`config.mk`:
```
export PLATFORM = sky130hd
export DESIGN_NAME = cla_seq_adder
export DESIGN_NICKNAME = d
export VERILOG_FILES = /design/src/rtl/cla_seq_adder.sv
export SDC_FILE = /design/constraint.sdc
export NUM_CORES = 1
export LEC_CHECK = 0
export BUFFER_PORTS_ARGS = -buffer_cell sky130_fd_sc_hd__buf_2
export CORE_MARGIN = 5
export CORE_UTILIZATION = 40
export CTS_BUF_LIST = sky130_fd_sc_hd__clkbuf_4
export DETAILED_ROUTE_END_ITERATION = 6
export GPL_TIMING_DRIVEN = 1
export HOLD_SLACK_MARGIN = 0.05
export PLACE_DENSITY = 0.75
export SLEW_MARGIN = 10
export SYNTH_ARGS = -nofsm -noshare
export SYNTH_HDL_FRONTEND = slang
export SYNTH_SLANG_ARGS = --single-unit
```
`constraint.sdc`:
```
create_clock -name clk -period 2.1 [get_ports clk]
set_clock_uncertainty 0.2 [all_clocks]
set_input_delay 0.42 -clock clk [delete_from_list [all_inputs] [get_ports clk]]
set_output_delay 0.42 -clock clk [all_outputs]
set_load 0.05 [all_outputs]
```
`src/rtl/cla_seq_adder.sv`:
```
// -----------------------------------------------------------------------------
// cla_seq_adder
//
// Multi-cycle WIDTH-bit adder that time-shares one external 4-bit carry
// lookahead slice. The operands are latched on an accepted start. Each RUN
// cycle handles one 4-bit slice, least significant first:
//   - it drives that slice's generate/propagate terms and the running carry
//     into the CLA;
//   - it reads the CLA's carries back in the same cycle;
//   - it writes that slice's sum bits and carries C4 into the next slice.
//
// Optional feature: define CLA_SUB_EN to add the 'sub' input. With sub=1 the
// block computes a - b: B is latched inverted and the initial carry is
// forced to 1.
//
// Parameters
//   WIDTH    operand width, must be a multiple of 4 (NSLICE = WIDTH/4)
//
// Ports
//   clk, rst_n   rising-edge clock, asynchronous active-low reset
//   start        request, sampled only in IDLE
//   a, b, cin    operands and carry-in, latched on accepted start
//   sub          (CLA_SUB_EN only) subtract select, latched on accepted start
//   busy         high in RUN and DONE
//   done         one-cycle pulse. Results are valid from this cycle on.
//   sum          result. It is held until each slice is rewritten by the
//                next operation.
//   cout, ovf    carry out of the MSB, signed overflow
//   cla_g/p/cin  to the shared CLA slice, zero outside RUN
//   cla_c        from the CLA, {C4,C3,C2,C1}, combinational return
//
// Handshake: start is a request with no ready. It is accepted when start=1 at
// a rising edge while idle (busy=0). Requests while busy are dropped, not
// queued.
// -----------------------------------------------------------------------------
module cla_seq_adder #(
    parameter int WIDTH = 16
) (
    input  logic             clk,
    input  logic             rst_n,
    input  logic             start,
    input  logic [WIDTH-1:0] a,
    input  logic [WIDTH-1:0] b,
    input  logic             cin,
`ifdef CLA_SUB_EN
    input  logic             sub,
`endif
    output logic             busy,
    output logic             done,
    output logic [WIDTH-1:0] sum,
    output logic             cout,
    output logic             ovf,
    output logic [3:0]       cla_g,
    output logic [3:0]       cla_p,
    output logic             cla_cin,
    input  logic [3:0]       cla_c
);

    localparam int NSLICE = WIDTH / 4;
    localparam int IDXW   = (NSLICE > 1) ? $clog2(NSLICE) : 1;

    typedef enum logic [1:0] {
        S_IDLE = 2'd0,
        S_RUN  = 2'd1,
        S_DONE = 2'd2
    } state_t;

    state_t           state;
    state_t           state_nxt;
    logic [WIDTH-1:0] a_q;
    logic [WIDTH-1:0] b_q;
    logic             carry;
    logic [IDXW-1:0]  idx;
    logic [3:0]       a_s;
    logic [3:0]       b_s;
    logic [WIDTH-1:0] b_in;
    logic             c_in;
    logic             accept;
    logic             last;

    // Operand conditioning at capture time. Subtraction is a + ~b + 1.
`ifdef CLA_SUB_EN
    assign b_in = sub ? ~b : b;
    assign c_in = sub ? 1'b1 : cin;
`else
    assign b_in = b;
    assign c_in = cin;
`endif

    assign accept = (state == S_IDLE) && start;
    assign last   = (idx == IDXW'(NSLICE - 1));

    // FSM state register.
    always_ff @(posedge clk or negedge rst_n) begin
        if (!rst_n) begin
            state <= S_IDLE;
        end else begin
            state <= state_nxt;
        end
    end

    // Next state and status outputs.
    always_comb begin
        state_nxt = state;
        busy      = 1'b0;
        done      = 1'b0;
        case (state)
            S_IDLE: begin
                if (start) state_nxt = S_RUN;
            end
            S_RUN: begin
                busy = 1'b1;
                if (last) state_nxt = S_DONE;
            end
            S_DONE: begin
                busy      = 1'b1;
                done      = 1'b1;
                state_nxt = S_IDLE;
            end
            default: state_nxt = S_IDLE;
        endcase
    end

    // Select the current 4-bit slice from the latched operands.
    always_comb begin
        a_s = 4'd0;
        b_s = 4'd0;
        for (int i = 0; i < NSLICE; i++) begin
            if (idx == IDXW'(i)) begin
                a_s = a_q[i*4 +: 4];
                b_s = b_q[i*4 +: 4];
            end
        end
    end

    // CLA drive is gated so the shared slice sees zeros when we are not using it.
    always_comb begin
        cla_g   = 4'd0;
        cla_p   = 4'd0;
        cla_cin = 1'b0;
        if (state == S_RUN) begin
            cla_g   = a_s & b_s;
            cla_p   = a_s ^ b_s;
            cla_cin = carry;
        end
    end

    // Datapath: operand capture and slice-by-slice result accumulation.
    always_ff @(posedge clk or negedge rst_n) begin
        if (!rst_n) begin
            a_q   <= '0;
            b_q   <= '0;
            carry <= 1'b0;
            idx   <= '0;
            sum   <= '0;
            cout  <= 1'b0;
            ovf   <= 1'b0;
        end else if (accept) begin
            a_q   <= a;
            b_q   <= b_in;
            carry <= c_in;
            idx   <= '0;
        end else if (state == S_RUN) begin
            // Carry into bit k of the slice is C_k, with C0 = running carry.
            for (int i = 0; i < NSLICE; i++) begin
                if (idx == IDXW'(i)) begin
                    sum[i*4 +: 4] <= cla_p ^ {cla_c[2:0], carry};
                end
            end
            carry <= cla_c[3];
            idx   <= idx + IDXW'(1);
            if (last) begin
                cout <= cla_c[3];
                // C3 of the top slice is the carry into the MSB.
                ovf  <= cla_c[2] ^ cla_c[3];
            end
        end
    end

endmodule

```
After elaboration in Yosys (flattened, before gate mapping)
Index checks and enable logic that the tools add are counted.
W data, S select, Z words.
Cells by class
  add/subtract/negate cells: 1
  equal/unequal tests: 7
  multiplexer cells: 20
  bitwise gates (word level): 5
  reductions and logical operators: 10
Operator list (count)
  $mux W4: 10
  $reduce_and A3 Y1: 4
  $mux W2: 4
  $xor A4 B4 Y4: 2
  $eq A2 B2 Y1 const B: 3
  $mux W1: 5
  $and A4 B4 Y4: 1
  $eq A2 B1 Y1 const B: 2
  $logic_not A2 Y1: 2
  $ne A2 B2 Y1 const B: 2
  $pmux W2 S2: 1
  $add A2 B1 Y2 const B: 1
  $reduce_and A2 Y1: 1
  $reduce_bool A2 Y1: 1
  $reduce_or A2 Y1: 1
  $logic_and A1 B1 Y1: 1
  $not A1 Y1: 1
  $xor A1 B1 Y1: 1
Word-level totals
  bits in registers: 55
  input bits: 40
  output and inout bits: 29

Logic depth before layout (Yosys ltp)
  depth after elaboration: 8
  mapped depth: 8
  mapped depth without buffers: 8

Least setup slack after synthesis
Ideal clock, no wire load.
  path type: reg-to-output
  start: register idx[0]
  end: output port cla_p[3]
  data arrival time: 1.912 ns
  slack: -0.432 ns
  stages on the path, launching flop included: 8
  buffers on the path: 0
  path through: dfrtp_1 -> inv_1 -> ha_1 -> and2b_2 -> a22oi_1 -> a21oi_1 -> ha_1 -> and2_1
On the way
  cells in the longest elaborated chain, start to end: 7
  elaborated cells between the ends (all ways): 14
  classes of those cells: 3 x eq/ne; 9 x mux; 1 x bitwise; 1 x reduce/logical
RTL lines
  start, declared: line 73  | logic [IDXW-1:0] idx;
  start signal, assigned: line 171  | idx <= idx + IDXW'(1);
  $logic_not A2 Y1: line 129  | if (idx == IDXW'(i)) begin
  $mux W4 (4 in a row): line 129
  $xor A4 B4 Y4 *: line 143  | cla_p = a_s ^ b_s;
  $mux W4 *: line 141  | if (state == S_RUN) begin
  end, declared: line 54  | output logic [3:0] cla_p,
Every way passes the cells marked *; elsewhere a longest branch is shown, timed or not.

Worst setup path after layout
  start: register idx[0]
  end: output port cla_p[2]
Same word-level chain as after synthesis.

==> metrics.yaml <==
whs_path_depth: 2
layout_worst_path_cycle_share_pct: 138.9
syn_to_final_growth_pct: 44.33
cts-root-to-sink-buffers: 2
yosys.area_share.adder_pct: 5.467
worst-path-max-fanout: 5
ys_ff_latch: 55
timing.final.ws_setup_ps: -816.1
drt-initial-drc-count: 73
syn_area_um2: 2746
critical_path_arrival_ps: 2300
hold_start: "b[14]"
setup.worst_path.end_class: "output pin"
synthCells: 191
most-common-layout-cells: "sky130_fd_sc_hd__buf_2 (57), sky130_fd_sc_hd__dfrtp_1 (53), sky130_fd_sc_hd__dlygate4sd3_1 (30)"
via_total_after_detailed_routing: 1950
core_region_area_um2: 6756
rr_worst_depth: 9
weighted_congestion_reported_at_the_end_of_routability_driven_placement: 0.8633
grt_start_max_net_pins: 35
grt_pass1_wl_mm: 11.03
violations_in_the_final_reports: "negative setup slack"
fraction_of_layout_cells_with_a_size_suffix_above_1_pct: 60.51
cts_root_buf: "sky130_fd_sc_hd__clkbuf_4"
final_common_cell: "sky130_fd_sc_hd__buf_2"
worst_skew_pair.late_latency_ps: 400
timing.critical_path.cells: "ha_4 > and2b_2 > a22oi_2 > a221oi_2 > ha_1 > and2_4 > buf_6"
drv_slew: 0
first_pass_iters: 4
critPathTopFamily: "flip-flops"
io_pins: 69
synth.mux.area_fraction_pct: 25.47
dieWidth_um: 92.86
floorplan.die.height_um: 92.86
detailedPlace.worstSlack_ps: -459.9
maximum_frequency_from_static_timing_analysis_mhz: 342.9
worstSetupPathType: "register to output pin"
yosysSeqAreaShare_pct: 50.11
overflow: 0
finalCoreUtilization_pct: 58.67
grt_setup_unrepaired: "true"
dp_hpwl_mm: 4.702
synth_top_family_by_area: "multiplexers"
terminating_pin_of_the_worst_hold_path: "b_q[14]"
critPathBufInv: 1
port_buffers: 68
timing.critical_path.slowest_stage_cell: "sky130_fd_sc_hd__dfrtp_2"
crit_path_max_incr_delay_ps: 510
clk_pin_slew_ps: 180
fillers: 547
reg2reg_to: "sum[5]"
synth.yosys.warnings: 0
grt_usage_pct: 16.52
post_drt_wl_per_cell_um: 17.48
simple_gate_share_of_the_synthesized_area_pct: 7.016
start_util_pct: 40.65
setup.worst_path.start_class: "register"
maxcap_viol_count: 0
worst_r2r_startpoint: "idx[0]"
h_tree_depth: 2
antenna_left: 0
first_global_vias: 2148
num_antenna_cells: 0
synth-compound-area-share_pct: 5.877
vias_per_std_cell: 4.949
tritoncts: "built"
netlist-cell-type-count: 31
worst_hold_path_type: "primary input to register"
die-area_um2: 8623
worstPathRequired_ps: 1480
postRouteWirelength_mm: 6.886
remaining_drc_errors: 0
slew_headroom_pct: 65.06
setup-violations-final: 25
report.final.hold_viol_count: 0
synth_xor_area_share_pct: 1.913
cts-buffers-inserted: 5
status: "finished, violations left"
grt_antenna_before_repair: 0
synth.avg_cell_area_um2: 14.38
reg2reg_setup_slack_ps: -460
layout.nets: 365
synth_nets: 243
clock_sinks: 55
tightestPinTransition_ps: 524.1
period_needed_ps: 2916
core.rowCount: 30
## synth_stat cells (all sizes together)
cell type  count  area, um2
clkbuf         1      3.750
a31oi          3      18.77
and2           9      56.30
a21oi          8      40.04
nand3          4      57.55
nor3b          1      7.510
nor2           2      7.510
o22ai          7      43.79
nand3b         3      22.52
a22oi          5      37.54
o21ai          1      5.000
buf            6      87.58
xnor2          1      8.760
xor2           5      43.79
nand2b         1      6.260
a221oi         1      8.760
and2b          2      17.52
inv            6      22.52
ha            12      150.1
mux2i          2      20.02
o21a           1      7.510
nand2          4      17.52
mux2          51      679.4
dfrtp         55       1376
## metrics by stage
stage               std cells  hold WS, ps  area (um2)  setup TNS, ps
global route              394        50.67        3964         -14150
global placement          345        221.5        3297          -7151
floorplan                 191       -75.59        2813          -1654
CTS                       386        50.38        3772         -11530
detailed placement        345        219.3        3297          -8157
finish                    394        64.19        3964         -11960
## metal layers
layer	GRT usage, %	wire, um	part of all wire [%]	vias to the layer above
met5	0	0	0	-
met4	5.983	108	1.6	0
met3	3.087	305	4.4	12
met2	28.13	3468	50	53
met1	20.85	3004	44	960
li1	-	-	-	925
## registers in the layout (all words and copies together) (netlist names)
signal  count
sum        16
idx         2
a_q        16
state       2
carry       1
ovf         1
b_q        16
cout        1
## timing repair
item	4_1_cts	5_1_grt
hold buffers	27	3
setup endpoints to repair	25	28
pin swaps	3	7
cloned	0	1
resized for setup	24	20
buffers inserted	6	5
endpoints found under the hold margin	48	3
## logic make-up (layout without fill, tap and decap cells)
logic type,count (synthesis),after routing
multiplexers,53,53
flip-flops,55,55
adder cells (fa/ha/maj),12,12
AO/OA/AOI/OAI,26,26
AND/OR/NAND/NOR,26,26
XOR/XNOR,6,6
buffers and inverters,13,136
## area by class of cell
cell class	count	area (um2)	share of cell area [%]
sequential	55	1379	34.79
clock buffer	5	37.54	0.9470
tap	80	100.1	2.525
timing repair buffer	122	940.9	23.74
inverter	6	27.53	0.6944
clock inverter	3	27.53	0.6944
multi-input combinational	123	1451	36.62
## worst max path at each step
stage	from	to	slack, ps	cells after the start
detailed placement	idx[0]	cla_p[1]	-460	8
floorplan	idx[1]	cla_p[3]	-170	7
global route	idx[0]	cla_p[2]	-940	7
finish	idx[0]	cla_p[2]	-820	7
CTS	idx[0]	cla_p[2]	-830	8
global placement	idx[0]	cla_p[1]	-440	8
## worst register-to-register path, delay by kind of cell (launching register included)
| kind | cells | cell delay, ps |
|---|---|---|
| multiplexers | 1 | 280 |
| adder cells (fa/ha/maj) | 2 | 470 |
| XOR/XNOR | 1 | 190 |
| AND/OR/NAND/NOR | 1 | 170 |
| buffers and inverters | 3 | 450 |
| flip-flops | 1 | 510 |
| AO/OA/AOI/OAI | 1 | 200 |
Power is not shown: default switching activity piles up to over one toggle a cycle in this logic, so the estimate is an artifact.
